### config.mk
export PLATFORM = sky130hd
export DESIGN_NAME = ram_no_change_arbiter_flat
export DESIGN_NICKNAME = d
export VERILOG_FILES = /design/src/rtl/ram_no_change_arbiter_pkg.sv /design/src/rtl/ram_no_change_arbiter_if.sv /design/src/rtl/ram_no_change_arbiter_rr_pick2.sv /design/src/rtl/ram_no_change_arbiter.sv /design/src/flat_wrapper.sv
export SDC_FILE = /design/constraint.sdc
export NUM_CORES = 1
export LEC_CHECK = 0
export ABC_AREA = 0
export CORE_AREA = 2 2 88 90
export DETAILED_ROUTE_END_ITERATION = 8
export DIE_AREA = 0 0 90 92
export PLACE_DENSITY = 0.72
export SLEW_MARGIN = 20
export SYNTH_ARGS = -nofsm -noshare
export SYNTH_HDL_FRONTEND = slang
export SYNTH_SLANG_ARGS = --single-unit
### constraint.sdc
create_clock -name clk -period 4.2 [get_ports clk]
set_input_delay 1.05 -clock clk [delete_from_list [all_inputs] [get_ports clk]]
set_output_delay 1.05 -clock clk [all_outputs]
set_load 0.03 [all_outputs]
### src/rtl/ram_no_change_arbiter_pkg.sv
// Shared types and helpers for the two-requester no-change RAM arbiter.
// Statistics ports are built only when RAM_ARB_STATS_EN is defined.
package ram_arb_pkg;

   typedef enum logic [1:0] {
      ARB   = 2'd0,
      LOCK0 = 2'd1,
      LOCK1 = 2'd2
   } state_t;

   localparam int STATS_W = 16;

   // Width needed to hold burst counts 0..max_burst inclusive.
   function automatic int burst_w(input int max_burst);
      return $clog2(max_burst + 1);
   endfunction

   function automatic logic [STATS_W-1:0] sat_inc(input logic [STATS_W-1:0] v,
                                                  input logic en);
      return (en && (v != '1)) ? v + STATS_W'(1) : v;
   endfunction

endpackage

### src/rtl/ram_no_change_arbiter_if.sv
// One requester's port bundle: request channel plus its read-response channel.
// Handshake: a beat transfers on a cycle where valid && ready. valid and the
// request fields must not depend on ready; ready may depend on valid. The
// response channel has no ready: rsp_valid is a single-cycle pulse the client
// must sink.
interface ram_no_change_arbiter_if #(
   parameter int addressWidth = 5,
   parameter int dataWidth    = 32
);
   logic                    valid;
   logic                    ready;
   logic                    we;
   logic                    lock;
   logic [addressWidth-1:0] address;
   logic [dataWidth-1:0]    din;
   logic                    rsp_valid;
   logic [dataWidth-1:0]    rsp_data;

   modport master (
      output valid, we, lock, address, din,
      input  ready, rsp_valid, rsp_data
   );

   modport slave (
      input  valid, we, lock, address, din,
      output ready, rsp_valid, rsp_data
   );
endinterface

### src/rtl/ram_no_change_arbiter_rr_pick2.sv
// Two-way round-robin picker: one-hot grant from two valids and the last winner.
module rr_pick2 (
   input  logic       valid0,
   input  logic       valid1,
   input  logic       last_grant,
   output logic [1:0] grant
);

   always_comb begin
      grant = 2'b00;
      if (valid0 && valid1) begin
         grant = last_grant ? 2'b01 : 2'b10;
      end else begin
         grant = {valid1, valid0};
      end
   end

endmodule

### src/rtl/ram_no_change_arbiter.sv
// Shares one single-port no-change RAM between two requesters with round-robin
// arbitration and bounded burst locking. Optional counters: RAM_ARB_STATS_EN.
module ram_no_change_arbiter
   import ram_arb_pkg::*;
#(
   parameter int addressWidth = 5,
   parameter int dataWidth    = 32,
   parameter int MAX_BURST    = 4
) (
   input  logic                    clk,
   input  logic                    rst_n,
   ram_no_change_arbiter_if.slave  req0,
   ram_no_change_arbiter_if.slave  req1,
   output logic                    ram_en,
   output logic                    ram_we,
   output logic [addressWidth-1:0] ram_address,
   output logic [dataWidth-1:0]    ram_din,
   input  logic [dataWidth-1:0]    ram_dout,
`ifdef RAM_ARB_STATS_EN
   output logic [STATS_W-1:0]      grant_cnt0,
   output logic [STATS_W-1:0]      grant_cnt1,
   output logic [STATS_W-1:0]      force_rel_cnt,
`endif
   output state_t                  dbg_state
);

   localparam int            BW        = burst_w(MAX_BURST);
   localparam logic [BW-1:0] BURST_MAX = BW'(MAX_BURST);

   state_t        state, state_nx;
   logic          last_grant, last_grant_nx;
   logic [BW-1:0] burst_cnt, burst_cnt_nx;
   logic [1:0]    pick;
   logic [1:0]    gnt;
   logic          acc;
   logic          acc_id;
   logic          acc_we;
   logic          acc_lock;
   logic          burst_last;
   logic          force_rel;
   logic          rd_pending;
   logic          rd_owner;

   rr_pick2 u_pick (
      .valid0     (req0.valid),
      .valid1     (req1.valid),
      .last_grant (last_grant),
      .grant      (pick)
   );

   // State register
   always_ff @(posedge clk or negedge rst_n) begin
      if (!rst_n) begin
         state      <= ARB;
         last_grant <= 1'b1;
         burst_cnt  <= '0;
      end else begin
         state      <= state_nx;
         last_grant <= last_grant_nx;
         burst_cnt  <= burst_cnt_nx;
      end
   end

   assign burst_last = ((burst_cnt + BW'(1)) == BURST_MAX);

   // Next-state logic
   always_comb begin
      state_nx      = state;
      last_grant_nx = last_grant;
      burst_cnt_nx  = burst_cnt;
      force_rel     = 1'b0;
      case (state)
         ARB: begin
            if (acc) begin
               last_grant_nx = acc_id;
               if (acc_lock && (MAX_BURST > 1)) begin
                  state_nx     = acc_id ? LOCK1 : LOCK0;
                  burst_cnt_nx = BW'(1);
               end else begin
                  // A one-beat limit turns every locked request into a release.
                  force_rel = acc_lock;
               end
            end
         end
         LOCK0, LOCK1: begin
            if (acc) begin
               if (!acc_lock || burst_last) begin
                  state_nx      = ARB;
                  last_grant_nx = acc_id;
                  burst_cnt_nx  = '0;
                  force_rel     = acc_lock;
               end else begin
                  burst_cnt_nx = burst_cnt + BW'(1);
               end
            end
         end
         default: begin
            state_nx     = ARB;
            burst_cnt_nx = '0;
         end
      endcase
   end

   // Output logic: grant, ready and RAM drive; everything is quiet in reset
   always_comb begin
      gnt = 2'b00;
      if (rst_n) begin
         case (state)
            ARB:     gnt = pick;
            LOCK0:   gnt = {1'b0, req0.valid};
            LOCK1:   gnt = {req1.valid, 1'b0};
            default: gnt = 2'b00;
         endcase
      end
      acc         = |gnt;
      acc_id      = gnt[1];
      acc_we      = gnt[1] ? req1.we   : req0.we;
      acc_lock    = gnt[1] ? req1.lock : req0.lock;
      req0.ready  = gnt[0];
      req1.ready  = gnt[1];
      ram_en      = acc;
      ram_we      = acc & acc_we;
      ram_address = '0;
      ram_din     = '0;
      if (gnt[1]) begin
         ram_address = req1.address;
         ram_din     = req1.din;
      end else if (gnt[0]) begin
         ram_address = req0.address;
         ram_din     = req0.din;
      end
      dbg_state = state;
   end

   // Read-response tracking: ram_dout is only meaningful the cycle after a read.
   always_ff @(posedge clk or negedge rst_n) begin
      if (!rst_n) begin
         rd_pending <= 1'b0;
         rd_owner   <= 1'b0;
      end else begin
         rd_pending <= acc & ~acc_we;
         rd_owner   <= acc_id;
      end
   end

   always_comb begin
      req0.rsp_valid = rd_pending & ~rd_owner;
      req1.rsp_valid = rd_pending &  rd_owner;
      req0.rsp_data  = req0.rsp_valid ? ram_dout : '0;
      req1.rsp_data  = req1.rsp_valid ? ram_dout : '0;
   end

`ifdef RAM_ARB_STATS_EN
   always_ff @(posedge clk or negedge rst_n) begin
      if (!rst_n) begin
         grant_cnt0    <= '0;
         grant_cnt1    <= '0;
         force_rel_cnt <= '0;
      end else begin
         grant_cnt0    <= sat_inc(grant_cnt0, gnt[0]);
         grant_cnt1    <= sat_inc(grant_cnt1, gnt[1]);
         force_rel_cnt <= sat_inc(force_rel_cnt, force_rel);
      end
   end
`endif

endmodule

### src/flat_wrapper.sv
// flat-port wrapper written by rule: the top's interface ports become plain ports
module ram_no_change_arbiter_flat import ram_arb_pkg::*;
#(
   parameter int addressWidth = 5,
   parameter int dataWidth    = 32,
   parameter int MAX_BURST    = 4
)
  (clk, rst_n, ram_en, ram_we, ram_address, ram_din, ram_dout, dbg_state, req0_valid, req0_we, req0_lock, req0_address, req0_din, req0_ready, req0_rsp_valid, req0_rsp_data, req1_valid, req1_we, req1_lock, req1_address, req1_din, req1_ready, req1_rsp_valid, req1_rsp_data);
  ram_no_change_arbiter_if #(.addressWidth(addressWidth), .dataWidth(dataWidth)) req0_i ();
  ram_no_change_arbiter_if #(.addressWidth(addressWidth), .dataWidth(dataWidth)) req1_i ();
  input  logic clk;
  input  logic rst_n;
  output logic ram_en;
  output logic ram_we;
  output logic [addressWidth-1:0] ram_address;
  output logic [dataWidth-1:0] ram_din;
  input  logic [dataWidth-1:0] ram_dout;
  output state_t dbg_state;
  input wire logic [$bits(req0_i.valid)-1:0] req0_valid;
  input wire logic [$bits(req0_i.we)-1:0] req0_we;
  input wire logic [$bits(req0_i.lock)-1:0] req0_lock;
  input wire logic [$bits(req0_i.address)-1:0] req0_address;
  input wire logic [$bits(req0_i.din)-1:0] req0_din;
  output wire logic [$bits(req0_i.ready)-1:0] req0_ready;
  output wire logic [$bits(req0_i.rsp_valid)-1:0] req0_rsp_valid;
  output wire logic [$bits(req0_i.rsp_data)-1:0] req0_rsp_data;
  input wire logic [$bits(req1_i.valid)-1:0] req1_valid;
  input wire logic [$bits(req1_i.we)-1:0] req1_we;
  input wire logic [$bits(req1_i.lock)-1:0] req1_lock;
  input wire logic [$bits(req1_i.address)-1:0] req1_address;
  input wire logic [$bits(req1_i.din)-1:0] req1_din;
  output wire logic [$bits(req1_i.ready)-1:0] req1_ready;
  output wire logic [$bits(req1_i.rsp_valid)-1:0] req1_rsp_valid;
  output wire logic [$bits(req1_i.rsp_data)-1:0] req1_rsp_data;
  assign req0_i.valid = req0_valid;
  assign req0_i.we = req0_we;
  assign req0_i.lock = req0_lock;
  assign req0_i.address = req0_address;
  assign req0_i.din = req0_din;
  assign req0_ready = req0_i.ready;
  assign req0_rsp_valid = req0_i.rsp_valid;
  assign req0_rsp_data = req0_i.rsp_data;
  assign req1_i.valid = req1_valid;
  assign req1_i.we = req1_we;
  assign req1_i.lock = req1_lock;
  assign req1_i.address = req1_address;
  assign req1_i.din = req1_din;
  assign req1_ready = req1_i.ready;
  assign req1_rsp_valid = req1_i.rsp_valid;
  assign req1_rsp_data = req1_i.rsp_data;
  ram_no_change_arbiter #(.addressWidth(addressWidth), .dataWidth(dataWidth), .MAX_BURST(MAX_BURST)) u_core (.clk(clk), .rst_n(rst_n), .req0(req0_i), .req1(req1_i), .ram_en(ram_en), .ram_we(ram_we), .ram_address(ram_address), .ram_din(ram_din), .ram_dout(ram_dout), .dbg_state(dbg_state));
endmodule
==> run summary, run 1 <==
YOSYS
-----------------------------------------------------------------------------
Portion of the post-synthesis area used by sequential elements .        13.6%
Post-synth cell types ..........................................           39
Synthesized area per cell ......................................     7.99 um2
Cells after Synth ..............................................          185
Post-synth net total ...........................................          305
Area of the mapped netlist .....................................     1480 um2
Number of synthesized register bits ............................            8
Yosys warns ....................................................            0

GRT
-----------------------------------------------------------------------------
Overall fraction of global-route tracks in use .................        16.4%
Via count of the first global-routing pass .....................         2205
Global-route wire length before repair .........................     11100 um
Initial antenna violation count ................................            0
Pin count of the biggest net entering global routing ...........           41
Remaining global-route overflow ................................            0

STA
-----------------------------------------------------------------------------
Total Neg Setup Slack ..........................................         0 ps
Maximum achievable frequency ...................................      258 MHz
Final setup violation count ....................................            0
Worst hold slack across all endpoints ..........................       556 ps
Relative max-transition margin .................................        73.4%
Setup repair after global routing missed its margin ............        false
Hold Fails Final Rpt ...........................................            0
Period utilization .............................................        92.5%
Worst-case clock skew ..........................................      3.44 ps
Final critical-path setup slack ................................       317 ps
Pins Over Slew Limit ...........................................            0
Transition time of the tightest slew-check pin .................       399 ps
Clock period minus worst slack .................................      3880 ps

SETUP PATH
-----------------------------------------------------------------------------
Kind of capture point of the worst setup path ..................   output pin
Crit path kind ................................................. primary input to output pin
Crit path launch type .......................................... primary input
Required arrival time at the worst endpoint ....................      3150 ps
Arrival time worst endpoint ....................................      2830 ps
Largest fanout of any net on the critical path .................           40

FLOORPLAN
-----------------------------------------------------------------------------
Area of the die ................................................     8280 um2
Die extent in y ................................................        92 um
Starting density of the core ...................................        19.8%
Top Ports ......................................................          223
Core area ......................................................     7450 um2
Die Width ......................................................        90 um
Standard-cell rows .............................................           32

CTS
-----------------------------------------------------------------------------
Clock transition at path regs ..................................        50 ps
Number of buffers inserted by hold repair at cts ...............            0
Clk_lat worst skew .............................................       240 ps
# H-tree levels ................................................            1
TritonCTS clock tree ...........................................         done
CTS sink cnt ...................................................            8
Inserted Clock Buffers .........................................            3
CTS Root Buffer Type ...........................................     clkbuf_8
Worst-case clock buffer depth ..................................            2
Gates resized, CTS repair ......................................            0
Post-CTS setup repair buffer count .............................            0

POWER AND IR DROP
-----------------------------------------------------------------------------
Power per cell area ............................................   422 nW/um2
IR Drop Worst-Case VDD .........................................     0.376 mV
Cell leakage power .............................................   0.00169 uW

PLACEMENT
-----------------------------------------------------------------------------
Area after detailed placement ..................................     3700 um2
Total of buffers placed on input and output ports ..............          222
Post-Place Setup Slack .........................................       308 ps
Post-detail-place hpwl .........................................      6040 um
Global placer's final weighted congestion ......................        0.765
Total placed cells including tap cells .........................          499

DETAILED ROUTING
-----------------------------------------------------------------------------
TritonRoute pass-1 iters .......................................            4
ANT nets after route ...........................................            0
Violation count after the first detailed-routing iteration .....           33
Aggregate routed wire length ...................................      7380 um
Detail-routed via count per cell ...............................         4.60
Residual DRC count .............................................            0
Post-DR wirelength/cell ........................................      14.7 um
Vias after detailed routing ....................................         2312

JOB
-----------------------------------------------------------------------------
Total of max-cap violations ....................................            0

FINISH
-----------------------------------------------------------------------------
Antenna diodes .................................................            0
Synthesis-to-layout area growth ................................         154%
Most common cell after layout, fill and taps aside ............. clkdlybuf4s50_1
Reg area .......................................................      201 um2
Final instance area ............................................     3750 um2
Ratio of cells with drive above 1 in the final layout ..........        15.0%
Filler-free cell count of the finished design ..................          503
Commonest cells after routing, fill and taps aside ............. clkdlybuf4s50_1 (183), buf_4 (45), a22o_1 (39)
Final net count ................................................          522
Area of the multi-input gates ..................................     1160 um2
Number of filler instances in the final layout .................          729

MIN PATH
-----------------------------------------------------------------------------
Hold Crit Class ................................................ flip-flop to flip-flop

RUN STATUS
-----------------------------------------------------------------------------
Run status ..................................................... complete, no violations

==> area by class of cell <==
type,instances,share of cell area [%]
clock buffers,4,1.20
inverters,6,0.668
multi-input cells,154,30.9
flip-flops and latches,8,5.37
well taps,102,3.40
repair buffers,229,58.4
==> state kept, by name, summed over array words and instances (netlist names) <==
name / count
u_core.burst_cnt: 3
u_core.rd_owner: 1
u_core.last_grant: 1
u_core.rd_pending: 1
u_core.dbg_state: 2
==> cell families (layout without fill, tap and decap cells) <==
kind of cell,after synthesis,after routing,share of synthesized area [%]
flip-flops,8,8,13.6
XOR/XNOR,1,1,0.593
AO/OA/AOI/OAI,56,56,33.2
AND/OR/NAND/NOR,89,89,37.9
adder cells (fa/ha/maj),6,6,5.08
multiplexers,2,2,1.69
buffers and inverters,23,239,7.88
==> path summary, 6_finish.rpt <==
path | start | end | slack (ps) | cells past startpoint
min in group asynchronous | rst_n | u_core.dbg_state[1] | 1010 | 1
max in group asynchronous | rst_n | u_core.last_grant | 2770 | 2
worst min register to register | u_core.burst_cnt[1] | u_core.burst_cnt[1] | 560 | 1
worst max-delay path | rst_n | ram_address[0] | 320 | 7
worst min-delay path | u_core.burst_cnt[1] | u_core.burst_cnt[1] | 560 | 1
worst max register to register | u_core.dbg_state[0] | u_core.burst_cnt[1] | 2130 | 7
==> metrics by stage <==
stage	power, uW	util [%]
detailed placement	1480	49.7
global placement	1470	49.7
finish	1580	50.3
floorplan	988	-
global route	1680	50.3
CTS	1590	50.3
==> synthesized netlist by cell type <==
cell type,number,area [um2]
a21boi_1,1,7.51
a21boi_4,1,18.8
a21oi_1,2,10.0
a21oi_2,1,8.76
a22o_1,39,342
a31oi_1,1,6.26
a32o_1,1,10.0
and2_1,34,213
and3_1,32,200
and3b_2,1,10.0
buf_2,4,20.0
buf_6,3,33.8
clkbuf_1,10,37.5
dfrtp_1,7,175
dfstp_2,1,26.3
ha_1,6,75.1
inv_1,5,18.8
inv_4,1,6.26
mux2_4,1,15.0
mux2i_1,1,10.0
nand2_1,3,11.3
nand2b_1,3,18.8
nand3_1,3,15.0
nand3b_1,3,22.5
nor2_1,2,7.51
nor2b_1,3,18.8
nor3_4,1,16.3
nor3b_1,2,15.0
o211a_1,1,10.0
o211ai_1,1,7.51
o211ai_2,1,12.5
o21ai_0,1,5.00
o21ai_2,1,8.76
o21ai_4,1,16.3
o22ai_1,3,18.8
o32ai_1,1,8.76
or2_1,1,6.26
or2_2,1,6.26
xor2_1,1,8.76
==> critical path: stages <==
cell             delay (ps)
clkdlybuf4s50_1         550
and3b_2                 280
o21ai_4                 110
inv_4                    80
buf_4                   350
a22o_1                  230
buf_4                   160
==> routing by layer <==
layer / vias to the layer above / global-route usage, % / routed length (um)
met5: - / 0 / 0
met4: 0 / 2.95 / 77
met3: 8 / 4.03 / 635
met2: 145 / 30.3 / 3680
met1: 1037 / 19.3 / 2980
li1: 1122 / - / -
==> power by group <==
part	leakage, uW	total (uW)	internal [uW]	switching [uW]
registers	0.000103	146	113	33.7
logic	0.00156	1330	585	748
clock network	0.0000228	104	66.4	37.1
total	0.00169	1580	764	819
(Power assumes the default switching activity.)
==> inputs of run 2 (changes only) <==
--- a/config.mk
+++ b/config.mk
@@ -6,11 +6,12 @@
 export NUM_CORES = 1
 export LEC_CHECK = 0
 export ABC_AREA = 0
-export CORE_AREA = 2 2 88 90
+export CORE_AREA = 2 2 86 88
+export CTS_BUF_LIST = sky130_fd_sc_hd__clkbuf_8
 export DETAILED_ROUTE_END_ITERATION = 8
-export DIE_AREA = 0 0 90 92
-export PLACE_DENSITY = 0.72
-export SLEW_MARGIN = 20
+export DIE_AREA = 0 0 88 90
+export PLACE_DENSITY = 0.75
+export SLEW_MARGIN = 15
 export SYNTH_ARGS = -nofsm -noshare
 export SYNTH_HDL_FRONTEND = slang
 export SYNTH_SLANG_ARGS = --single-unit
==> run 2 against run 1 <==
- first-iteration DRC count increased by 55%
- maximum frequency decreased by 1.2%
- critical path depth unchanged
- global-route usage increased by 1.9 points
- largest power group unchanged
- count of clock-buffer cells in the layout decreased by 1
- sequential share of layout area about the same
- worst setup slack got worse by 46 ps
- die area decreased by 4.3%
- worst hold slack improved by 13 ps
==> run summary, run 2 (synthesis results as in run 1) <==
PLACEMENT
-------------------------------------------------------------------------
Total of buffers placed on input and output ports ..........          222   unchanged
Global placer's final weighted congestion ..................        0.894   +17%
Post-Place Setup Slack .....................................       298 ps   -9.68 ps
Post-detail-place hpwl .....................................      6210 um   +2.8%

CTS
-------------------------------------------------------------------------
Gates resized, CTS repair ..................................            0   unchanged
CTS Root Buffer Type .......................................     clkbuf_8
# H-tree levels ............................................            1   unchanged
CTS sink cnt ...............................................            8   unchanged
Inserted Clock Buffers .....................................            3   unchanged
Clock transition at path regs ..............................        50 ps   about the same
Number of buffers inserted by hold repair at cts ...........            0   unchanged
TritonCTS clock tree .......................................         done
Clk_lat worst skew .........................................       240 ps   about the same
Post-CTS setup repair buffer count .........................            0   unchanged
Worst-case clock buffer depth ..............................            2   unchanged

STA
-------------------------------------------------------------------------
Worst-case clock skew ......................................      1.04 ps   -2.40 ps
Pins Over Slew Limit .......................................            0   unchanged
Period utilization .........................................        93.6%   +1.1 points
Setup repair after global routing missed its margin ........        false
Transition time of the tightest slew-check pin .............       855 ps   +456 ps
Total Neg Setup Slack ......................................         0 ps   unchanged
Clock period minus worst slack .............................      3930 ps   +46.4 ps
Maximum achievable frequency ...............................      254 MHz   -1.2%
Final setup violation count ................................            0   unchanged
Relative max-transition margin .............................        43.0%   -30 points
Final critical-path setup slack ............................       270 ps   -46.4 ps
Hold Fails Final Rpt .......................................            0   unchanged

GRT
-------------------------------------------------------------------------
Remaining global-route overflow ............................            0   unchanged
Initial antenna violation count ............................            0   unchanged
Overall fraction of global-route tracks in use .............        18.2%   +1.9 points
Global-route wire length before repair .....................     11500 um   +3.2%
Pin count of the biggest net entering global routing .......           41   unchanged
Via count of the first global-routing pass .................         2314   +4.9%

FINISH
-------------------------------------------------------------------------
Commonest cells after routing, fill and taps aside ......... clkdlybuf4s50_1 (183), buf_4 (41), a22o_1 (39)
Reg area ...................................................      201 um2   unchanged
Ratio of cells with drive above 1 in the final layout ......        14.5%   -0.43 points
Area of the multi-input gates ..............................     1160 um2   unchanged
Final net count ............................................          520   -0.38%
Antenna diodes .............................................            0   unchanged
Largest register FFs .......................................            3   unchanged
Register with the highest flop count ....................... u_core.burst_cnt
Synthesis-to-layout area growth ............................         154%
Most common cell after layout, fill and taps aside ......... clkdlybuf4s50_1
Number of filler instances in the final layout .............          673   -7.7%

MIN PATH
-------------------------------------------------------------------------
Hold path depth ............................................            1   unchanged
Hold Crit Class ............................................ flip-flop to flip-flop

FLOORPLAN
-------------------------------------------------------------------------
Die extent in y ............................................        90 um   -2.2%
Core area ..................................................     7020 um2   -5.7%
Starting density of the core ...............................        21.0%   +1.2 points
Top Ports ..................................................          223   unchanged
Die Width ..................................................        88 um   -2.2%
Standard-cell rows .........................................           31   -3.1%
Area of the die ............................................     7920 um2   -4.3%

DETAILED ROUTING
-------------------------------------------------------------------------
Vias after detailed routing ................................         2333   +0.91%
Aggregate routed wire length ...............................      7660 um   +3.9%
Post-DR wirelength/cell ....................................      15.4 um   +4.9%
ANT nets after route .......................................            0   unchanged
TritonRoute pass-1 iters ...................................            5   +1
Detail-routed via count per cell ...........................         4.68   +1.9%
Residual DRC count .........................................            0   unchanged
Violation count after the first detailed-routing iteration .           51   +55%

SETUP PATH
-------------------------------------------------------------------------
Required arrival time at the worst endpoint ................      3150 ps   about the same
Arrival time worst endpoint ................................      2880 ps   +50 ps
Depth of the most critical reg-to-reg path .................            7   unchanged
Kind of capture point of the worst setup path ..............   output pin
Largest fanout of any net on the critical path .............           40   unchanged
Crit path kind ............................................. primary input to output pin
Crit path launch type ...................................... primary input

POWER AND IR DROP
-------------------------------------------------------------------------
IR Drop Worst-Case VDD .....................................     0.269 mV   -28%
Power per cell area ........................................   425 nW/um2   +0.70%
Post-layout total power ....................................      1600 uW   +0.87%
Cell leakage power .........................................   0.00169 uW   about the same

JOB
-------------------------------------------------------------------------
Total of max-cap violations ................................            0   unchanged

RUN STATUS
-------------------------------------------------------------------------
Run status ................................................. complete, no violations

[run 2: critical path, cell delays in order]
cell and delay (ps):
clkdlybuf4s50_1 560, and3b_2 280, o21ai_4 120, inv_4 80
buf_4 360, a22o_1 240, buf_4 170
[run 2: path summary, 6_finish.rpt]
path | start | to | slack, ps
setup reg to reg | u_core.dbg_state[0] | u_core.burst_cnt[1] | 2140
hold reg to reg | u_core.burst_cnt[1] | u_core.burst_cnt[1] | 570
setup / recovery | rst_n | ram_din[23] | 270
min in group asynchronous | rst_n | u_core.dbg_state[0] | 1010
max in group asynchronous | rst_n | u_core.last_grant | 2770
hold / removal | u_core.burst_cnt[1] | u_core.burst_cnt[1] | 570
[run 2: stage by stage]
stage	util, %	std cells	hold slack, ps	instance area, um2
global placement	52.8	494	541	3710
global route	53.5	498	594	3750
CTS	53.5	498	568	3750
floorplan	-	185	513	1480
finish	53.5	498	569	3750
detailed placement	52.8	494	558	3710
[run 2: power breakdown]
part	switching, uW	internal [uW]
combinational	739	592
sequential	49.2	112
clock	39.9	64.1
[run 2: layout make-up]
| type | count | share of cell area, % |
|---|---|---|
| Timing Repair Buffer | 227 | 58.6 |
| Multi-Input combinational cell | 154 | 30.9 |
| Sequential cell | 8 | 5.36 |
| Tap cell | 99 | 3.30 |
| Clock buffer | 3 | 1.10 |
| Inverter | 6 | 0.666 |
| Clock inverter | 1 | 0.100 |
[run 2: routing by layer]
layer  up-vias  track usage (%)  share of wire (%)
met5         -                0                  0
li1       1123                -                  -
met2       161             33.0                 49
met3        13             5.69                 11
met4         0             3.08                1.3
met1      1036             20.8                 38
